### src/rtl/conv_pe_engine_pkg.sv
// Shared constants and the state type for the 4x4 * 3x3 valid-convolution engine.
// DW/ACCW are the default widths; the array sizes and tap count are fixed
// by the 4x4 input / 3x3 filter / 2x2 output geometry.
package conv_pe_engine_pkg;

    localparam int DW    = 8;   // operand / result width
    localparam int ACCW  = 20;  // accumulator width (9*255*255 fits)
    localparam int IN_N  = 4;   // input is IN_N x IN_N
    localparam int FLT_N = 3;   // filter is FLT_N x FLT_N
    localparam int OUT_N = 2;   // output is OUT_N x OUT_N
    localparam int TAPS  = FLT_N * FLT_N;

    typedef enum logic [1:0] {
        ST_IDLE = 2'd0,
        ST_MAC  = 2'd1,
        ST_DONE = 2'd2
    } state_t;

endpackage

### src/rtl/pe_mac.sv
// Single multiply-accumulate lane: unsigned DW x DW product added to an
// ACCW-bit accumulator, with a saturated DW-bit view of the running sum.
// Ports:
//   clk, reset     - clock, async active-high reset
//   i_clr          - clear accumulator (start of a new computation)
//   i_en           - accumulate this cycle's product
//   i_last         - last tap of an output: sum is consumed, accumulator cleared
//   i_a, i_b       - operands
//   o_sum          - acc + product (combinational)
//   o_sat          - o_sum saturated to 2^DW-1
module pe_mac #(
    parameter int DW   = 8,
    parameter int ACCW = 20
) (
    input  logic            clk,
    input  logic            reset,
    input  logic            i_clr,
    input  logic            i_en,
    input  logic            i_last,
    input  logic [DW-1:0]   i_a,
    input  logic [DW-1:0]   i_b,
    output logic [ACCW-1:0] o_sum,
    output logic [DW-1:0]   o_sat
);

    localparam logic [ACCW-1:0] SAT_MAX = {{(ACCW-DW){1'b0}}, {DW{1'b1}}};

    logic [ACCW-1:0] r_acc;
    logic [ACCW-1:0] w_prod;

    assign w_prod = ACCW'(i_a) * ACCW'(i_b);
    assign o_sum  = r_acc + w_prod;
    assign o_sat  = (o_sum > SAT_MAX) ? {DW{1'b1}} : o_sum[DW-1:0];

    always_ff @(posedge clk or posedge reset) begin
        if (reset)
            r_acc <= '0;
        else if (i_clr || (i_en && i_last))
            r_acc <= '0;
        else if (i_en)
            r_acc <= o_sum;
    end

endmodule

### src/rtl/conv_pe_engine.sv
// 2x2 valid convolution of a 4x4 input by a 3x3 filter, one MAC per cycle.
// A start in IDLE snapshots the operands; 36 MAC cycles later the four
// results are registered and done_o is held until active_store_i.
// Ports:
//   clk, reset          - clock, async active-high reset
//   start_i             - operands valid (only honoured in IDLE)
//   a_i                 - 4x4 input, row-major, a11 in the LSBs
//   b_i                 - 3x3 filter, row-major, b11 in the LSBs
//   active_store_i      - results consumed (only honoured in DONE)
//   busy_o, done_o      - computing / results valid
//   c11_o..c22_o        - saturated results, held until the next computation
module conv_pe_engine
    import conv_pe_engine_pkg::*;
#(
    parameter int DW   = conv_pe_engine_pkg::DW,
    parameter int ACCW = conv_pe_engine_pkg::ACCW
) (
    input  logic                      clk,
    input  logic                      reset,
    input  logic                      start_i,
    input  logic [IN_N*IN_N*DW-1:0]   a_i,
    input  logic [TAPS*DW-1:0]        b_i,
    input  logic                      active_store_i,
    output logic                      busy_o,
    output logic                      done_o,
    output logic [DW-1:0]             c11_o,
    output logic [DW-1:0]             c12_o,
    output logic [DW-1:0]             c21_o,
    output logic [DW-1:0]             c22_o
);

    localparam logic [3:0] TAP_LAST = 4'(TAPS - 1);

    state_t r_state, w_next;

    logic [IN_N*IN_N-1:0][DW-1:0]   r_a;
    logic [TAPS-1:0][DW-1:0]        r_b;
    logic [OUT_N*OUT_N-1:0][DW-1:0] r_c;
    logic [1:0]                     r_o;   // output index: row = r_o[1], col = r_o[0]
    logic [3:0]                     r_t;   // tap index 0..8

    logic [3:0]      w_ti, w_tj, w_row, w_aidx;
    logic            w_start, w_mac, w_last;
    logic [ACCW-1:0] w_sum;
    logic [DW-1:0]   w_sat;

    // Tap -> filter row/col; input element = (r+i)*4 + (c+j).
    // The filter element is simply r_t since the filter is row-major.
    assign w_ti   = r_t / 4'd3;
    assign w_tj   = r_t - w_ti * 4'd3;
    assign w_row  = {3'b0, r_o[1]} + w_ti;
    assign w_aidx = {w_row[1:0], 2'b00} + {3'b0, r_o[0]} + w_tj;

    assign w_start = (r_state == ST_IDLE) && start_i;
    assign w_mac   = (r_state == ST_MAC);
    assign w_last  = (r_t == TAP_LAST);

    pe_mac #(.DW(DW), .ACCW(ACCW)) u_mac (
        .clk    (clk),
        .reset  (reset),
        .i_clr  (w_start),
        .i_en   (w_mac),
        .i_last (w_last),
        .i_a    (r_a[w_aidx]),
        .i_b    (r_b[r_t]),
        .o_sum  (w_sum),
        .o_sat  (w_sat)
    );

    always_ff @(posedge clk or posedge reset) begin
        if (reset)
            r_state <= ST_IDLE;
        else
            r_state <= w_next;
    end

    always_comb begin
        w_next = r_state;
        case (r_state)
            ST_IDLE: if (start_i)                  w_next = ST_MAC;
            ST_MAC:  if (w_last && (r_o == 2'd3))  w_next = ST_DONE;
            ST_DONE: if (active_store_i)           w_next = ST_IDLE;
            default:                               w_next = ST_IDLE;
        endcase
    end

    always_ff @(posedge clk or posedge reset) begin
        if (reset) begin
            r_a <= '0;
            r_b <= '0;
            r_c <= '0;
            r_o <= '0;
            r_t <= '0;
        end else if (w_start) begin
            r_a <= a_i;
            r_b <= b_i;
            r_o <= '0;
            r_t <= '0;
        end else if (w_mac) begin
            if (w_last) begin
                r_c[r_o] <= w_sat;
                r_t      <= '0;
                r_o      <= r_o + 2'd1;   // wraps to 0 after the last output
            end else begin
                r_t <= r_t + 4'd1;
            end
        end
    end

    assign busy_o = (r_state == ST_MAC);
    assign done_o = (r_state == ST_DONE);
    assign c11_o  = r_c[0];
    assign c12_o  = r_c[1];
    assign c21_o  = r_c[2];
    assign c22_o  = r_c[3];

endmodule

### config.mk
export PLATFORM = sky130hd
export DESIGN_NAME = conv_pe_engine
export DESIGN_NICKNAME = d
export VERILOG_FILES = /design/src/rtl/conv_pe_engine_pkg.sv /design/src/rtl/pe_mac.sv /design/src/rtl/conv_pe_engine.sv
export SDC_FILE = /design/constraint.sdc
export NUM_CORES = 1
export LEC_CHECK = 0
export BUFFER_PORTS_ARGS = -buffer_cell sky130_fd_sc_hd__buf_4
export CELL_PAD_IN_SITES_DETAIL_PLACEMENT = 0
export CELL_PAD_IN_SITES_GLOBAL_PLACEMENT = 1
export CORE_AREA = 8 8 135 263
export DETAILED_ROUTE_END_ITERATION = 16
export DIE_AREA = 0 0 143 271
export PLACE_DENSITY_LB_ADDON = 0.1
export RECOVER_POWER = 100
export SLEW_MARGIN = 30
export SYNTH_ARGS = -nofsm -noshare
export SYNTH_HDL_FRONTEND = slang
export SYNTH_SLANG_ARGS = --single-unit
### constraint.sdc
create_clock -name clk -period 12.8 [get_ports clk]
set_input_delay 1.28 -clock clk [delete_from_list [all_inputs] [get_ports clk]]
set_output_delay 1.28 -clock clk [all_outputs]
set_load 0.005 [all_outputs]
==> summary.md <==
| Metric | Value |
|---|---|
| Die height | `271 um` |
| DR WL met3 | `2170 um` |
| Port Buf Inserts | `237` |
| Slowest cell on crit path | `ha_1` |
| Minimum clock period | `11100 ps` |
| R2r setup slk | `1700 ps` |
| Core ar. | `32000 sq um` |
| Largest net degree at the start of global routing | `135` |
| Seq. cell area | `6510 sq um` |
| Maximum clock frequency | `90.1 MHz` |
| Non-Filler Instances | `1826` |
| Clock Skew | `27.1 ps` |
| RR Startpoint | `r_t[2]$_DFFE_PP0P_` |
| Routed len/inst | `21.5 um` |
| Top Metal Used | `met4` |
| Final wirelength | `39300 um` |
| CTS tree | `built` |
| Worst rel slew slack | `-322%` |
| Io pins | `238` |
| # Post-CTS Setup Buffers | `0` |
| Sum Neg Setup Slack | `0 ps` |
| Total gr overflow | `0` |
| Final setup violation count | `0` |
| Max cap viols | `4` |
| Horiz. Die Dim | `143 um` |
| Gpl congestion | `0.803` |
| DR WL met2 | `22300 um` |
| Critical Path AT | `11490 ps` |
| Crit-path max cell delay | `940 ps` |
| Worst setup margin | `1700 ps` |
| Clock latency on the worst-skew pair | `540 ps` |
| Avg Inst Size Synth | `12.5 sq um` |
| Hold Buf Count CTS | `0` |
| Post-Synthesis Cell Area | `14600 sq um` |
| Clk buf depth | `3` |
| Die Area | `38800 sq um` |
| DRT iter0 DRCs | `430` |
| Post-DP HPWL | `30500 um` |
| Cells after synthesis | `1162` |
| Synth-to-Final Area Change | `20.2%` |
| Fin crit share | `86.7%` |
| Synth Register Bits | `260` |
| Layout cells sized above 1 | `39.3%` |
| Via-to-Cell Ratio | `5.30` |
| Starting Density | `45.5%` |
| Most frequent cells in the layout | `dfrtp_1 (259), mux2_2 (208), buf_4 (203)` |
| Worst hold slack | `486 ps` |
| TritonCTS buffer count | `25` |
| 1st-pass router iterations | `4` |
| Synth Net Count | `1475` |
| Worst min path class | `reg -> reg` |
| R2R Path End | `c21_o[6]$_DFFE_PP0P_` |
| Dpl cells | `1775` |
| Clk root buf | `clkbuf_16` |
| Worst Setup SP | `r_t[2]$_DFFE_PP0P_` |
| Run status | `finished with violations` |
| Most common cell after layout, fill and taps aside | `dfrtp_1` |
| Netlist cell types | `61` |
| H-Tree Depth | `1` |
| Initial antenna violation count | `5` |
| Post-CTS sizing | `0` |
| Ys Warns | `0` |
| Fillers | `2888` |
| Required @ worst endpoint | `13190 ps` |
| First-pass GRT wire length | `62200 um` |
| RSZ-0062 raised after global routing | `false` |
| Clock transition at path regs | `70 ps` |
| Worst Setup EP | `c21_o[6]$_DFFE_PP0P_` |
| EDFF count, synth | `0` |
| Synth async-reset ratio | `100%` |
| Metal1 wirelength | `13500 um` |
| Worst Setup End Kind | `flop` |
| Sequential share of the synthesized area | `44.7%` |
| Multi-input logic area | `7320 sq um` |
| Pre-CTS setup slack | `2400 ps` |
| Final hold vios | `0` |
| Total track usage | `20.9%` |
| Max Fanout on Critical Path | `32` |
| Antenna-violating nets left | `0` |
| Main flop type after synthesis | `dfrtp_1` |
| Max Transition Viols Final | `395` |
| Worst-margin pin slew | `6320 ps` |
| CP Class | `reg -> reg` |
| DRC Markers | `0` |
| Failing checks | `max-capacitance violations, max-slew violations` |
| Via count | `9683` |
| Clk sink count | `260` |
| Vias in the first global route | `11063` |
| Path depth of the worst reg2reg path | `30` |
| # rows | `93` |
| Total Nets Final | `1688` |
| Critical Path Start Type | `flop` |
[per-stage QoR]
step           util (%)  area (sq um)
6_report           54.6         17500
5_1_grt            54.6         17500
4_1_cts            54.9         17600
3_5_place_dp       52.3         16700
3_3_place_gp       52.1         16700
2_1_floorplan         -         14600
[critical path, delay by kind of cell, from the launching register on]
family / cells / cell delay, ps
DFF: 1 / 870
adders and majority gates: 10 / 4600
muxes: 2 / 1180
and+or+nand+nor: 5 / 1150
AOI/OAI and AO/OA: 6 / 1720
buffers and inverters: 6 / 1320
xor gates and xnor gates: 1 / 90
[flip-flops by register name (all words and copies together) (netlist names)]
name,cells
u_mac.r_acc,20
c21_o,8
r_o,2
r_b,72
c12_o,8
r_state,2
c22_o,8
r_t,4
c11_o,8
r_a,128
[area by class of cell]
type	count	area share, %
Inverter	125	2.69
Tap cell	427	3.06
Sequential cell	260	37.2
Clock buffer	36	4.27
Clock inverter	10	0.530
Antenna cell	5	0.0716
Timing Repair Buffer	245	10.3
Multi-Input combinational cell	718	41.8
[cell families (layout without fill, tap and decap cells)]
family | after synthesis | count (layout) | synth area share, %
multiplexers | 268 | 268 | 24.4
other | 0 | 5 | 0
AND/OR/NAND/NOR | 179 | 179 | 5.78
AO/OA/AOI/OAI | 146 | 146 | 6.87
flip-flops | 260 | 260 | 44.7
adder cells (fa/ha/maj) | 109 | 109 | 12.2
XOR/XNOR | 16 | 16 | 1.01
buffers and inverters | 184 | 416 | 5.02
[how the worst min path moves through the flow]
stage / from / endpoint / slack, ps / cells past startpoint
6_report: u_mac.r_acc[17]$_DFFE_PP0P_ / u_mac.r_acc[17]$_DFFE_PP0P_ / 490 / 2
5_1_grt: r_b[29]$_DFFE_PP0P_ / r_b[29]$_DFFE_PP0P_ / 520 / 1
4_1_cts: u_mac.r_acc[9]$_DFFE_PP0P_ / u_mac.r_acc[9]$_DFFE_PP0P_ / 490 / 2
3_5_place_dp: u_mac.r_acc[9]$_DFFE_PP0P_ / u_mac.r_acc[9]$_DFFE_PP0P_ / 480 / 2
3_3_place_gp: u_mac.r_acc[4]$_DFFE_PP0P_ / u_mac.r_acc[4]$_DFFE_PP0P_ / 470 / 2
2_1_floorplan: u_mac.r_acc[1]$_DFFE_PP0P_ / u_mac.r_acc[1]$_DFFE_PP0P_ / 450 / 2
[routing by layer]
metal | vias up | track usage (%)
li1 | 4486 | -
met1 | 4886 | 21.4
met2 | 246 | 39.3
met3 | 65 | 4.59
met4 | 0 | 8.72
met5 | - | 0
[synthesized netlist by cell type, types with 4 or more instances]
| master | n | area [sq um] |
|---|---|---|
| dfrtp_1 | 260 | 6510 |
| mux2_2 | 208 | 2340 |
| inv_1 | 124 | 465 |
| nand2_1 | 79 | 297 |
| ha_1 | 55 | 688 |
| fa_1 | 54 | 1080 |
| mux4_2 | 49 | 1100 |
| a31oi_1 | 41 | 257 |
| nor2_1 | 38 | 143 |
| clkbuf_1 | 36 | 135 |
| and2_1 | 35 | 219 |
| o21ai_0 | 23 | 115 |
| a21o_1 | 13 | 97.6 |
| a21oi_1 | 13 | 65.1 |
| buf_1 | 11 | 41.3 |
| mux2i_1 | 11 | 110 |
| xnor2_1 | 11 | 96.3 |
| buf_2 | 8 | 40.0 |
| o221ai_1 | 7 | 61.3 |
| o21ai_1 | 6 | 30.0 |
| a211oi_1 | 5 | 37.5 |
| a22o_1 | 5 | 43.8 |
| nand3_1 | 5 | 25.0 |
| o211ai_1 | 5 | 37.5 |
| a32o_1 | 4 | 40.0 |
| buf_6 | 4 | 45.0 |
| nand4_1 | 4 | 25.0 |
| nor3_1 | 4 | 20.0 |
| xor2_1 | 4 | 35.0 |
Power is left out: the tool's default activity adds up to more than one toggle a clock period on the data nets, which glitch-free logic cannot reach.
